`config.mk`:
```
export PLATFORM = sky130hd
export DESIGN_NAME = slice_scatter_engine
export DESIGN_NICKNAME = d
export VERILOG_FILES = /design/src/rtl/graph_isa_pkg.sv /design/src/rtl/slice_scatter_engine.sv
export SDC_FILE = /design/constraint.sdc
export NUM_CORES = 1
export LEC_CHECK = 0
export ABC_CLOCK_PERIOD_IN_PS = 10900
export BUFFER_PORTS_ARGS = -buffer_cell sky130_fd_sc_hd__buf_2
export CAP_MARGIN = 20
export CORE_MARGIN = 2
export CORE_UTILIZATION = 40
export DETAILED_ROUTE_END_ITERATION = 8
export PLACE_DENSITY = 0.57
export SYNTH_ARGS = -nofsm -noshare
export SYNTH_HDL_FRONTEND = slang
export SYNTH_SLANG_ARGS = --single-unit
```
`constraint.sdc`:
```
create_clock -name clk -period 10.9 [get_ports clk]
set_input_delay 2.18 -clock clk [delete_from_list [all_inputs] [get_ports clk]]
set_output_delay 2.18 -clock clk [all_outputs]
set_load 0.02 [all_outputs]
```
`src/rtl/graph_isa_pkg.sv`:
```
// Shared definitions for the slice-scatter engine: state encoding,
// SCATTER command field widths and the latched command payload.
package graph_isa_pkg;

    localparam int unsigned SC_ADDR_W = 16;
    localparam int unsigned SC_LEN_W  = 16;
    localparam int unsigned SC_DATA_W = 8;
    localparam int unsigned SC_PAD_W  = 8;

    typedef enum logic [1:0] {
        SC_IDLE  = 2'd0,
        SC_RUN   = 2'd1,
        SC_DRAIN = 2'd2,
        SC_DONE  = 2'd3
    } sc_state_t;

    typedef struct packed {
        logic [SC_ADDR_W-1:0] src_base;
        logic [SC_ADDR_W-1:0] dst_base;
        logic [SC_LEN_W-1:0]  src_row_len;
        logic [SC_LEN_W-1:0]  dst_row_len;
        logic [SC_LEN_W-1:0]  dst_offset;
        logic [SC_LEN_W-1:0]  num_rows;
    } sc_cmd_t;

    // Slice window must fit inside the destination row (17-bit compare).
    function automatic logic sc_reject(input sc_cmd_t c);
        return ({1'b0, c.dst_offset} + {1'b0, c.src_row_len}) > {1'b0, c.dst_row_len};
    endfunction

endpackage

```
`src/rtl/slice_scatter_engine.sv`:
```
// Slice-scatter engine: copies a packed source tile into a window of each
// destination row, one byte per cycle, read and write overlapped.
// Optional macro SCATTER_PAD_EN: walk whole destination rows and fill the
// bytes outside the window with the command's pad value.
module slice_scatter_engine
    import graph_isa_pkg::*;
#(
    parameter int unsigned SRAM0_AW = 16
) (
    input  logic                  clk,
    input  logic                  rst_n,
    input  logic                  cmd_valid,
    input  logic [SC_ADDR_W-1:0]  cmd_src_base,
    input  logic [SC_ADDR_W-1:0]  cmd_dst_base,
    input  logic [SC_LEN_W-1:0]   cmd_src_row_len,
    input  logic [SC_LEN_W-1:0]   cmd_dst_row_len,
    input  logic [SC_LEN_W-1:0]   cmd_dst_offset,
    input  logic [SC_LEN_W-1:0]   cmd_num_rows,
    input  logic [SC_PAD_W-1:0]   cmd_pad_value,
    output logic                  sram_rd_en,
    output logic [SRAM0_AW-1:0]   sram_rd_addr,
    input  logic [SC_DATA_W-1:0]  sram_rd_data,
    output logic                  sram_wr_en,
    output logic [SRAM0_AW-1:0]   sram_wr_addr,
    output logic [SC_DATA_W-1:0]  sram_wr_data,
    output logic                  busy,
    output logic                  done,
    output logic                  err
);

    sc_state_t            state_q, state_d;
    sc_cmd_t              cmd_in, cmd_q;
    logic [SC_LEN_W-1:0]  b_q, b_d, row_q, row_d;
    logic [SRAM0_AW-1:0]  src_row_q, src_row_d, dst_row_q, dst_row_d;
    logic [SC_LEN_W-1:0]  iter_len, off_eff, srl_eff;
    logic                 accept, reject, empty, last;
    logic                 issue_d, in_win, err_d, busy_d, done_d;
    logic [SRAM0_AW-1:0]  rd_raw, wr_raw;
    logic                 rd_en_d, rd_en_q;
    logic [SRAM0_AW-1:0]  rd_addr_d, rd_addr_q;
    logic                 s0_valid_q, s0_pad_d, s0_pad_q;
    logic [SRAM0_AW-1:0]  s0_wr_addr_d, s0_wr_addr_q;
    logic                 wr_en_q, wr_pad_q;
    logic [SRAM0_AW-1:0]  wr_addr_q;
    logic                 busy_q, done_q, err_q;
    logic                 unused_sig;

    assign cmd_in = '{src_base:    cmd_src_base,
                      dst_base:    cmd_dst_base,
                      src_row_len: cmd_src_row_len,
                      dst_row_len: cmd_dst_row_len,
                      dst_offset:  cmd_dst_offset,
                      num_rows:    cmd_num_rows};

    // In IDLE the live command drives the first element; afterwards the latched copy.
    assign off_eff = (state_q == SC_IDLE) ? cmd_in.dst_offset  : cmd_q.dst_offset;
    assign srl_eff = (state_q == SC_IDLE) ? cmd_in.src_row_len : cmd_q.src_row_len;
`ifdef SCATTER_PAD_EN
    assign iter_len = (state_q == SC_IDLE) ? cmd_in.dst_row_len : cmd_q.dst_row_len;
`else
    assign iter_len = srl_eff;
`endif

    assign accept = (state_q == SC_IDLE) && cmd_valid;
    assign reject = sc_reject(cmd_in);
    assign empty  = (cmd_in.num_rows == '0) || (iter_len == '0);
    assign last   = (b_q == iter_len - SC_LEN_W'(1)) &&
                    (row_q == cmd_q.num_rows - SC_LEN_W'(1));

    // State register.
    always_ff @(posedge clk or negedge rst_n) begin
        if (!rst_n) state_q <= SC_IDLE;
        else        state_q <= state_d;
    end

    // Next-state logic.
    always_comb begin
        state_d = state_q;
        unique case (state_q)
            SC_IDLE:  if (cmd_valid) state_d = (reject || empty) ? SC_DONE : SC_RUN;
            SC_RUN:   if (last) state_d = SC_DRAIN;
            SC_DRAIN: state_d = SC_DONE;
            SC_DONE:  state_d = SC_IDLE;
            default:  state_d = SC_IDLE;
        endcase
    end

    // Element walker and output next values.
    always_comb begin
        b_d       = b_q;
        row_d     = row_q;
        src_row_d = src_row_q;
        dst_row_d = dst_row_q;
        issue_d   = 1'b0;
        err_d     = 1'b0;
        if (accept) begin
            err_d = reject;
            if (!reject && !empty) begin
                issue_d   = 1'b1;
                b_d       = '0;
                row_d     = '0;
                src_row_d = SRAM0_AW'(cmd_src_base);
                dst_row_d = SRAM0_AW'(cmd_dst_base);
            end
        end else if (state_q == SC_RUN && !last) begin
            issue_d = 1'b1;
            if (b_q == iter_len - SC_LEN_W'(1)) begin
                b_d       = '0;
                row_d     = row_q + SC_LEN_W'(1);
                src_row_d = src_row_q + SRAM0_AW'(cmd_q.src_row_len);
                dst_row_d = dst_row_q + SRAM0_AW'(cmd_q.dst_row_len);
            end else begin
                b_d = b_q + SC_LEN_W'(1);
            end
        end
`ifdef SCATTER_PAD_EN
        in_win = ({1'b0, b_d} >= {1'b0, off_eff}) &&
                 ({1'b0, b_d} < ({1'b0, off_eff} + {1'b0, srl_eff}));
        rd_raw = src_row_d + SRAM0_AW'(b_d - off_eff);
        wr_raw = dst_row_d + SRAM0_AW'(b_d);
`else
        in_win = 1'b1;
        rd_raw = src_row_d + SRAM0_AW'(b_d);
        wr_raw = dst_row_d + SRAM0_AW'(off_eff) + SRAM0_AW'(b_d);
`endif
        rd_en_d      = issue_d && in_win;
        rd_addr_d    = rd_en_d ? rd_raw : '0;
        s0_wr_addr_d = issue_d ? wr_raw : '0;
        s0_pad_d     = issue_d && !in_win;
        busy_d       = (state_d != SC_IDLE);
        done_d       = (state_d == SC_DONE);
    end

    // Command latch, walker counters and the read->write pipeline.
    always_ff @(posedge clk or negedge rst_n) begin
        if (!rst_n) begin
            cmd_q        <= '0;
            b_q          <= '0;
            row_q        <= '0;
            src_row_q    <= '0;
            dst_row_q    <= '0;
            rd_en_q      <= 1'b0;
            rd_addr_q    <= '0;
            s0_valid_q   <= 1'b0;
            s0_pad_q     <= 1'b0;
            s0_wr_addr_q <= '0;
            wr_en_q      <= 1'b0;
            wr_pad_q     <= 1'b0;
            wr_addr_q    <= '0;
            busy_q       <= 1'b0;
            done_q       <= 1'b0;
            err_q        <= 1'b0;
        end else begin
            if (accept) cmd_q <= cmd_in;
            b_q          <= b_d;
            row_q        <= row_d;
            src_row_q    <= src_row_d;
            dst_row_q    <= dst_row_d;
            rd_en_q      <= rd_en_d;
            rd_addr_q    <= rd_addr_d;
            s0_valid_q   <= issue_d;
            s0_pad_q     <= s0_pad_d;
            s0_wr_addr_q <= s0_wr_addr_d;
            wr_en_q      <= s0_valid_q;
            wr_pad_q     <= s0_pad_q;
            wr_addr_q    <= s0_wr_addr_q;
            busy_q       <= busy_d;
            done_q       <= done_d;
            err_q        <= err_d;
        end
    end

`ifdef SCATTER_PAD_EN
    logic [SC_PAD_W-1:0] pad_q;

    // Pad byte captured with the command.
    always_ff @(posedge clk or negedge rst_n) begin
        if (!rst_n)      pad_q <= '0;
        else if (accept) pad_q <= cmd_pad_value;
    end

    assign sram_wr_data = !wr_en_q ? '0 : (wr_pad_q ? pad_q : sram_rd_data);
    assign unused_sig   = ^{cmd_q.src_base, cmd_q.dst_base};
`else
    assign sram_wr_data = wr_en_q ? sram_rd_data : '0;
    assign unused_sig   = ^{cmd_q.src_base, cmd_q.dst_base, cmd_pad_value, wr_pad_q};
`endif

    assign sram_rd_en   = rd_en_q;
    assign sram_rd_addr = rd_addr_q;
    assign sram_wr_en   = wr_en_q;
    assign sram_wr_addr = wr_addr_q;
    assign busy         = busy_q;
    assign done         = done_q;
    assign err          = err_q;

endmodule

```
==> metrics.txt, run 1 <==
status finished, final reports clean; GP Congestion 0.925; CP Capture Type register; Initial Util 40.8%; Hold Startpoint s0_wr_addr_q[11]; layout cells sized above 1 approximately 15%; XOR/XNOR share of the synthesized area 6.76%; Fin Hold WS 0.348 ns; Yosys reg bits 183; Die Area 34800 sq um; cell row count 66; placed wire-length estimate 31900 microns; simple logic cell fraction of the synthesized area 21.6%; clk sinks 183; via count 11568; Vias per Instance between 5 and 6; pre-CTS setup slack approximately 0.71 ns; PnR worst setup slack 1.08 ns; synth warn 0; H-tree depth 4; critical path startpoint category input pin; Async SR Flop Fraction between 90% and 100%; Setup TNS Final 0 ns; Die Span Y 187 microns; EDFF count, synth 0; post-synthesis sequential area ratio around a third; CTS tree built; Clock Skews 0.00839 ns; relative max-transition margin 31.4%; die width 187 microns; Clock Tree Buf Depth 2; synth unique cells about 90; grt ovf 0; HP Class reg -> reg; initial antenna violation count 1; largest family of logic cells by synthesized area simple AND/OR/NAND/NOR gates; nets 1884; largest net degree at the start of global routing 68; cell taking the most area after synthesis dfrtp_1; DR iter-0 viols 654; P&R area growth vs syn 13.6%; fmax 102 MHz; Period Utilization, post-route between 90% and 100%; I/O Pins between 150 and 200; Pins Over Slew Limit 0; Post-DRT Antenna Nets 0; Hold Crit Depth 0; I/O Buffers 151; Post-synth top flop dfrtp_1; Peak supply drop 0.112 mV; wirelength, routed 40800 microns; wire per inst 19.4 microns; CTS Root Cell clkbuf_16; Syn Area/Cell roughly 8.8 sq um; Worst Path Class, Setup in -> reg; Worst EP arrival 10.18 ns; MaxCap Viol Count 0; Adder-Cell Fraction of Synth Area 12.0%; worst-case reg-to-reg path depth 30; WHS Endpoint sram_wr_addr[11]; core area 32700 sq um; Synth top area share 34.3%; total iterations of the first detailed-routing run 4; # Post-CTS Setup Buffers 0; Pwr Density approximately 95 nW/um^2; Worst R2R End s0_wr_addr_q[15]; reg2reg start state_q[1]; hold-fix buffers at CTS 0; Total Routing Usage GR between 20% and 30%; Final Util between 40% and 50%; first-pass GRT wire length 64500 microns; Residual DRC 0; fin crit period 9.82 ns; largest cells by area after synthesis dfrtp_1 (34%), ha_1 (9.0%), nand2_1 (6.0%), xnor2_1 (4.3%), nor2_1 (4.0%); RSZ-0062 raised after global routing false; Gates resized, CTS repair 0; final setup violation count 0; WP data required 11.27 ns; ant diodes 0; Post-Syn Instances approximately 1500; vias in the first global route 11529; r2r setup slk 2.55 ns; worst skew pair latency 0.45 ns; Post-Syn Area 13300 sq um; syn_nets 1749; Slew @ Worst Pin 1.02 ns; Worst path slowest cell a2111oi_0; Top cell by count, worst path a21oi_1; CTS clk-pin slew, worst paths roughly 0.07 ns; Static Leakage 7.34 nW; Hold Violations, Final 0; Worst path max stage delay 0.55 ns; cts bufs inserted 17; Power Total 0.00144 W; complex-gate fraction of the synthesized area approximately 18%; post-synthesis mux area share 3.27%; Max FO, Critical Path 7
[critical path: cells and delay by family]
family,cells,cell delay [ns]
XOR/XNOR,1,0.15
multiplexers,2,0.42
buffers and inverters,3,0.36
adder cells (fa/ha/maj),5,1.70
AO/OA/AOI/OAI,16,3.74
AND/OR/NAND/NOR,10,1.61
[through the flow]
step | instances | instance area [sq um]
after detailed placement | 2076 | 14600
after floorplan | 1518 | 13300
after global routing | 2108 | 15200
after global placement | 2076 | 14600
final | 2108 | 15200
after CTS | 2108 | 15200
[how the worst max path moves through the flow]
stage / start / endpoint / slack (ns) / depth (start not counted)
2_1_floorplan: cmd_src_row_len[1] / s0_wr_addr_q[15] / 1.36 / 35
3_3_place_gp: cmd_src_row_len[1] / s0_wr_addr_q[15] / 0.79 / 37
3_5_place_dp: cmd_src_row_len[1] / s0_wr_addr_q[15] / 0.71 / 37
4_1_cts: cmd_src_row_len[1] / s0_wr_addr_q[15] / 1.14 / 37
5_1_grt: cmd_src_row_len[1] / s0_wr_addr_q[15] / 0.35 / 37
6_report: cmd_src_row_len[1] / s0_wr_addr_q[15] / 1.08 / 37
[cell families after synthesis]
family          count (synthesis)
flops                         183
xor+xnor                      103
fa+ha+maj                     116
mux                            43
buf+inv                       140
simple gates                  593
compound gates                340
[sequential cells by signal (all words and copies together) (netlist names), 2 cells and up]
signal	flops
sram_rd_addr	16
state_q	2
dst_row_q	16
s0_wr_addr_q	16
b_q	16
src_row_q	16
row_q	16
cmd_q	64
sram_wr_addr	16
[placed cells by master, fill, tap and decap left out, drive strengths merged, types with 65 or more instances in the layout]
master  instances
a21oi          69
buf           169
dfrtp         183
ha             96
inv            94
nand2         215
nor2          144
o21ai          71
xnor2          65
[per-layer routing]
metal	wire length, microns	vias up	global-route usage [%]
met5	13	-	0
met2	20200	248	41.7
li1	-	5680	-
met4	1070	2	7.54
met1	18000	5592	29.9
met3	1600	46	3.63
[Yosys cell counts (22+ instances only)]
cell,instances
inv_1,86
mux2i_1,38
ha_1,96
xnor2_1,65
o22ai_1,22
xor2_1,38
and2_1,22
nand3_1,24
nor2_1,142
nand2_1,213
o21a_1,22
o21ai_0,69
a21oi_1,68
nor3_1,37
dfrtp_1,183
clkbuf_1,31
[report_power, final]
part / internal (W) / switching [W] / total (W)
Clock: 0.000327 / 0.000303 / 0.000630
Sequential: 0.000678 / 0 / 0.000678
Combinational: 0.0000516 / 0.0000774 / 0.000129
[layout make-up]
class,instances,area (sq um)
inverters,86,323
flip-flops and latches,183,4580
clock inverters,14,135
well taps,442,553
multi-input cells,1195,8220
repair buffers,170,907
fillers,3225,17500
clock buffers,18,439
(Power assumes the default switching activity.)
==> inputs of run 2 (changes only) <==
--- a/config.mk
+++ b/config.mk
@@ -5,7 +5,7 @@
 export SDC_FILE = /design/constraint.sdc
 export NUM_CORES = 1
 export LEC_CHECK = 0
-export ABC_CLOCK_PERIOD_IN_PS = 10900
+export ABC_CLOCK_PERIOD_IN_PS = 10800
 export BUFFER_PORTS_ARGS = -buffer_cell sky130_fd_sc_hd__buf_2
 export CAP_MARGIN = 20
 export CORE_MARGIN = 2
==> constraint.sdc (replaced) <==
create_clock -name clk -period 10.8 [get_ports clk]
set_input_delay 2.16 -clock clk [delete_from_list [all_inputs] [get_ports clk]]
set_output_delay 2.16 -clock clk [all_outputs]
set_load 0.02 [all_outputs]
==> run 2 against run 1 <==
Utilization about the same. Worst hold slack improved by 0.0029 ns. Setup slack got worse by 0.26 ns. Power increased by 1.4%. Register-to-register slack got worse by 0.26 ns. Critical path type unchanged. Highest routed layer is now met4.
==> metrics.txt, run 2 (synthesized netlist as in run 1, its figures left out) <==
I/O Pins 160 (unchanged); Die Span Y 187 microns (unchanged); MaxCap Viol Count 0 (unchanged); Fin Hold WS 0.350 ns (+0.00290 ns); uppermost layer routed met4; Post-Layout Inst Area 15200 sq um (about the same); WP data required 11.13 ns (-0.14 ns); NetSw 0.000383 W (+0.66%); largest net degree at the start of global routing 107 (+57%); Gates resized, CTS repair 0 (unchanged); CP Launch Point cmd_src_row_len[1]; Vias per Instance 5.55 (+1.2%); Reg power frac 46.9% (-0.3 points); Total Routing Usage GR 23.8% (+0.055 points); P&R area growth vs syn 13.7% (about the same); Worst path max stage delay 0.56 ns (about the same); commonest cells after routing, fill and taps aside nand2_1 (212), dfrtp_1 (183), buf_2 (150); Int Pwr 0.00108 W (+1.7%); H-tree depth 4 (unchanged); multi-input combinational cell area 8220 sq um (unchanged); combinational power share 9.0% (about the same); Clk pwr share 44.1% (+0.3 points); core area 32700 sq um (unchanged); Final Util 46.4% (about the same); reg2reg start state_q[0]; Post-DRT Antenna Nets 0 (unchanged); wire per inst 19.3 microns (-0.17%); Residual DRC 0 (unchanged); CTS tree built; placed inst area 14600 sq um (-0.21%); Initial Util 40.8% (unchanged); Largest register FFs 64 (unchanged); relative max-transition margin 35.8% (+4.4 points); initial antenna violation count 0 (-1); Worst EP arrival 10.31 ns (+0.13 ns); Fill cells 3268 (+1.3%); Top cell by count, worst path a21oi_1; HP Class reg -> reg; CTS clk-pin slew, worst paths 0.07 ns (about the same); vias in the first global route 11636 (+0.93%); status finished, final reports clean; via count 11693 (+1.1%); Slew @ Worst Pin 0.964 ns (-0.0595 ns); register bank with the most flops cmd_q; Hold Startpoint s0_wr_addr_q[12]; register area 4580 sq um (unchanged); Static Leakage 7.34 nW (about the same); I/O Buffers 151 (unchanged); Die Area 34800 sq um (unchanged); first-pass GRT wire length 64600 microns (about the same); cell row count 66 (unchanged); Period Utilization, post-route 92.4%; Pwr Density 96.2 nW/um^2 (+1.4%); CTS Root Cell clkbuf_16; critical path startpoint category input pin; Pins Over Slew Limit 0 (unchanged); Clock Tree Buf Depth 2 (unchanged); fin crit period 9.98 ns; Max FO, Critical Path 7 (unchanged); final setup violation count 0 (unchanged); switching share of power 26.3% (-0.20 points); # Post-CTS Setup Buffers 0 (unchanged); fmax 100 MHz; wl on met1 17900 microns (-0.57%); nets 1881 (-0.16%); hold-fix buffers at CTS 0 (unchanged); DR iter-0 viols 759 (+16%); total iterations of the first detailed-routing run 5 (+1); clk sinks 183 (unchanged); die width 187 microns (unchanged); Hold Violations, Final 0 (unchanged); layout cells sized above 1 15.0% (-0.15 points); worst skew pair latency 0.45 ns (about the same); grt ovf 0 (unchanged); Worst path slowest cell a2111oi_0; WL met3 1650 microns (+3.1%); CP Capture Type register; placed wire-length estimate 31500 microns (-1.2%); RSZ-0062 raised after global routing false; WL met2 19800 microns (-2.0%); GP Congestion 0.918 (-0.77%); wirelength, routed 40700 microns (-0.27%); Worst Path Class, Setup in -> reg; cts bufs inserted 17 (unchanged); Peak supply drop 0.107 mV (-4.3%); Clock Skews 0.0106 ns (+0.00222 ns); Setup TNS Final 0 ns (unchanged); commonest non-fill, non-tap cell in the layout nand2_1
-- run 2: cell count changes in the layout (fill, tap and decap cells not counted), sizes merged --
cell      delta
inv          +1
clkinvlp     -1
buf          -3
clkbuf       +1
clkinv       -1
diode        +1
-- run 2: final timing paths --
| kind | end | slack [ns] | depth (start not counted) |
|---|---|---|---|
| worst max-delay path | s0_wr_addr_q[15] | 0.82 | 36 |
| worst min-delay path | sram_wr_addr[12] | 0.35 | 0 |
| worst min register to register | sram_wr_addr[12] | 0.35 | 0 |
| worst max register to register | s0_wr_addr_q[15] | 2.29 | 28 |
| min in group asynchronous | cmd_q[32] | 1.78 | 1 |
| max in group asynchronous | row_q[7] | 7.60 | 3 |
-- run 2: layout make-up --
type	instances	area share (%)
diodes	1	0.0165
clock buffers	19	2.99
repair buffers	167	5.96
well taps	442	3.65
inverters	86	2.13
flip-flops and latches	183	30.2
clock inverters	13	0.866
multi-input cells	1195	54.2
-- run 2: metal layers --
metal  track usage [%]  up-vias
li1                  -     5674
met1              29.6     5682
met2              40.9      274
met3              4.19       63
met4              9.62        0
met5                 0        -
-- run 2: power groups by stage --
stage               clock network [W]  logic [W]  registers [W]
floorplan                           0  0.0000654       0.000698
global placement                    0   0.000128       0.000698
detailed placement                  0   0.000130       0.000698
CTS                          0.000661   0.000131       0.000685
global route                 0.000690   0.000147       0.000684
finish                       0.000643   0.000131       0.000685
-- run 2: through the flow --
stage	worst slack, ns	power, W	instances
6_report	0.822	0.00146	2106
5_1_grt	0.165	0.00152	2105
4_1_cts	0.992	0.00148	2104
3_5_place_dp	0.546	0.000828	2072
3_3_place_gp	0.704	0.000826	2072
2_1_floorplan	1.28	0.000764	1518
-- run 2: worst max-delay path: cells and delay by family --
family	cells	cell delay, ns
XOR/XNOR	1	0.10
AO/OA/AOI/OAI	16	3.91
AND/OR/NAND/NOR	9	1.75
multiplexers	2	0.40
buffers and inverters	3	0.36
adder cells (fa/ha/maj)	5	1.63
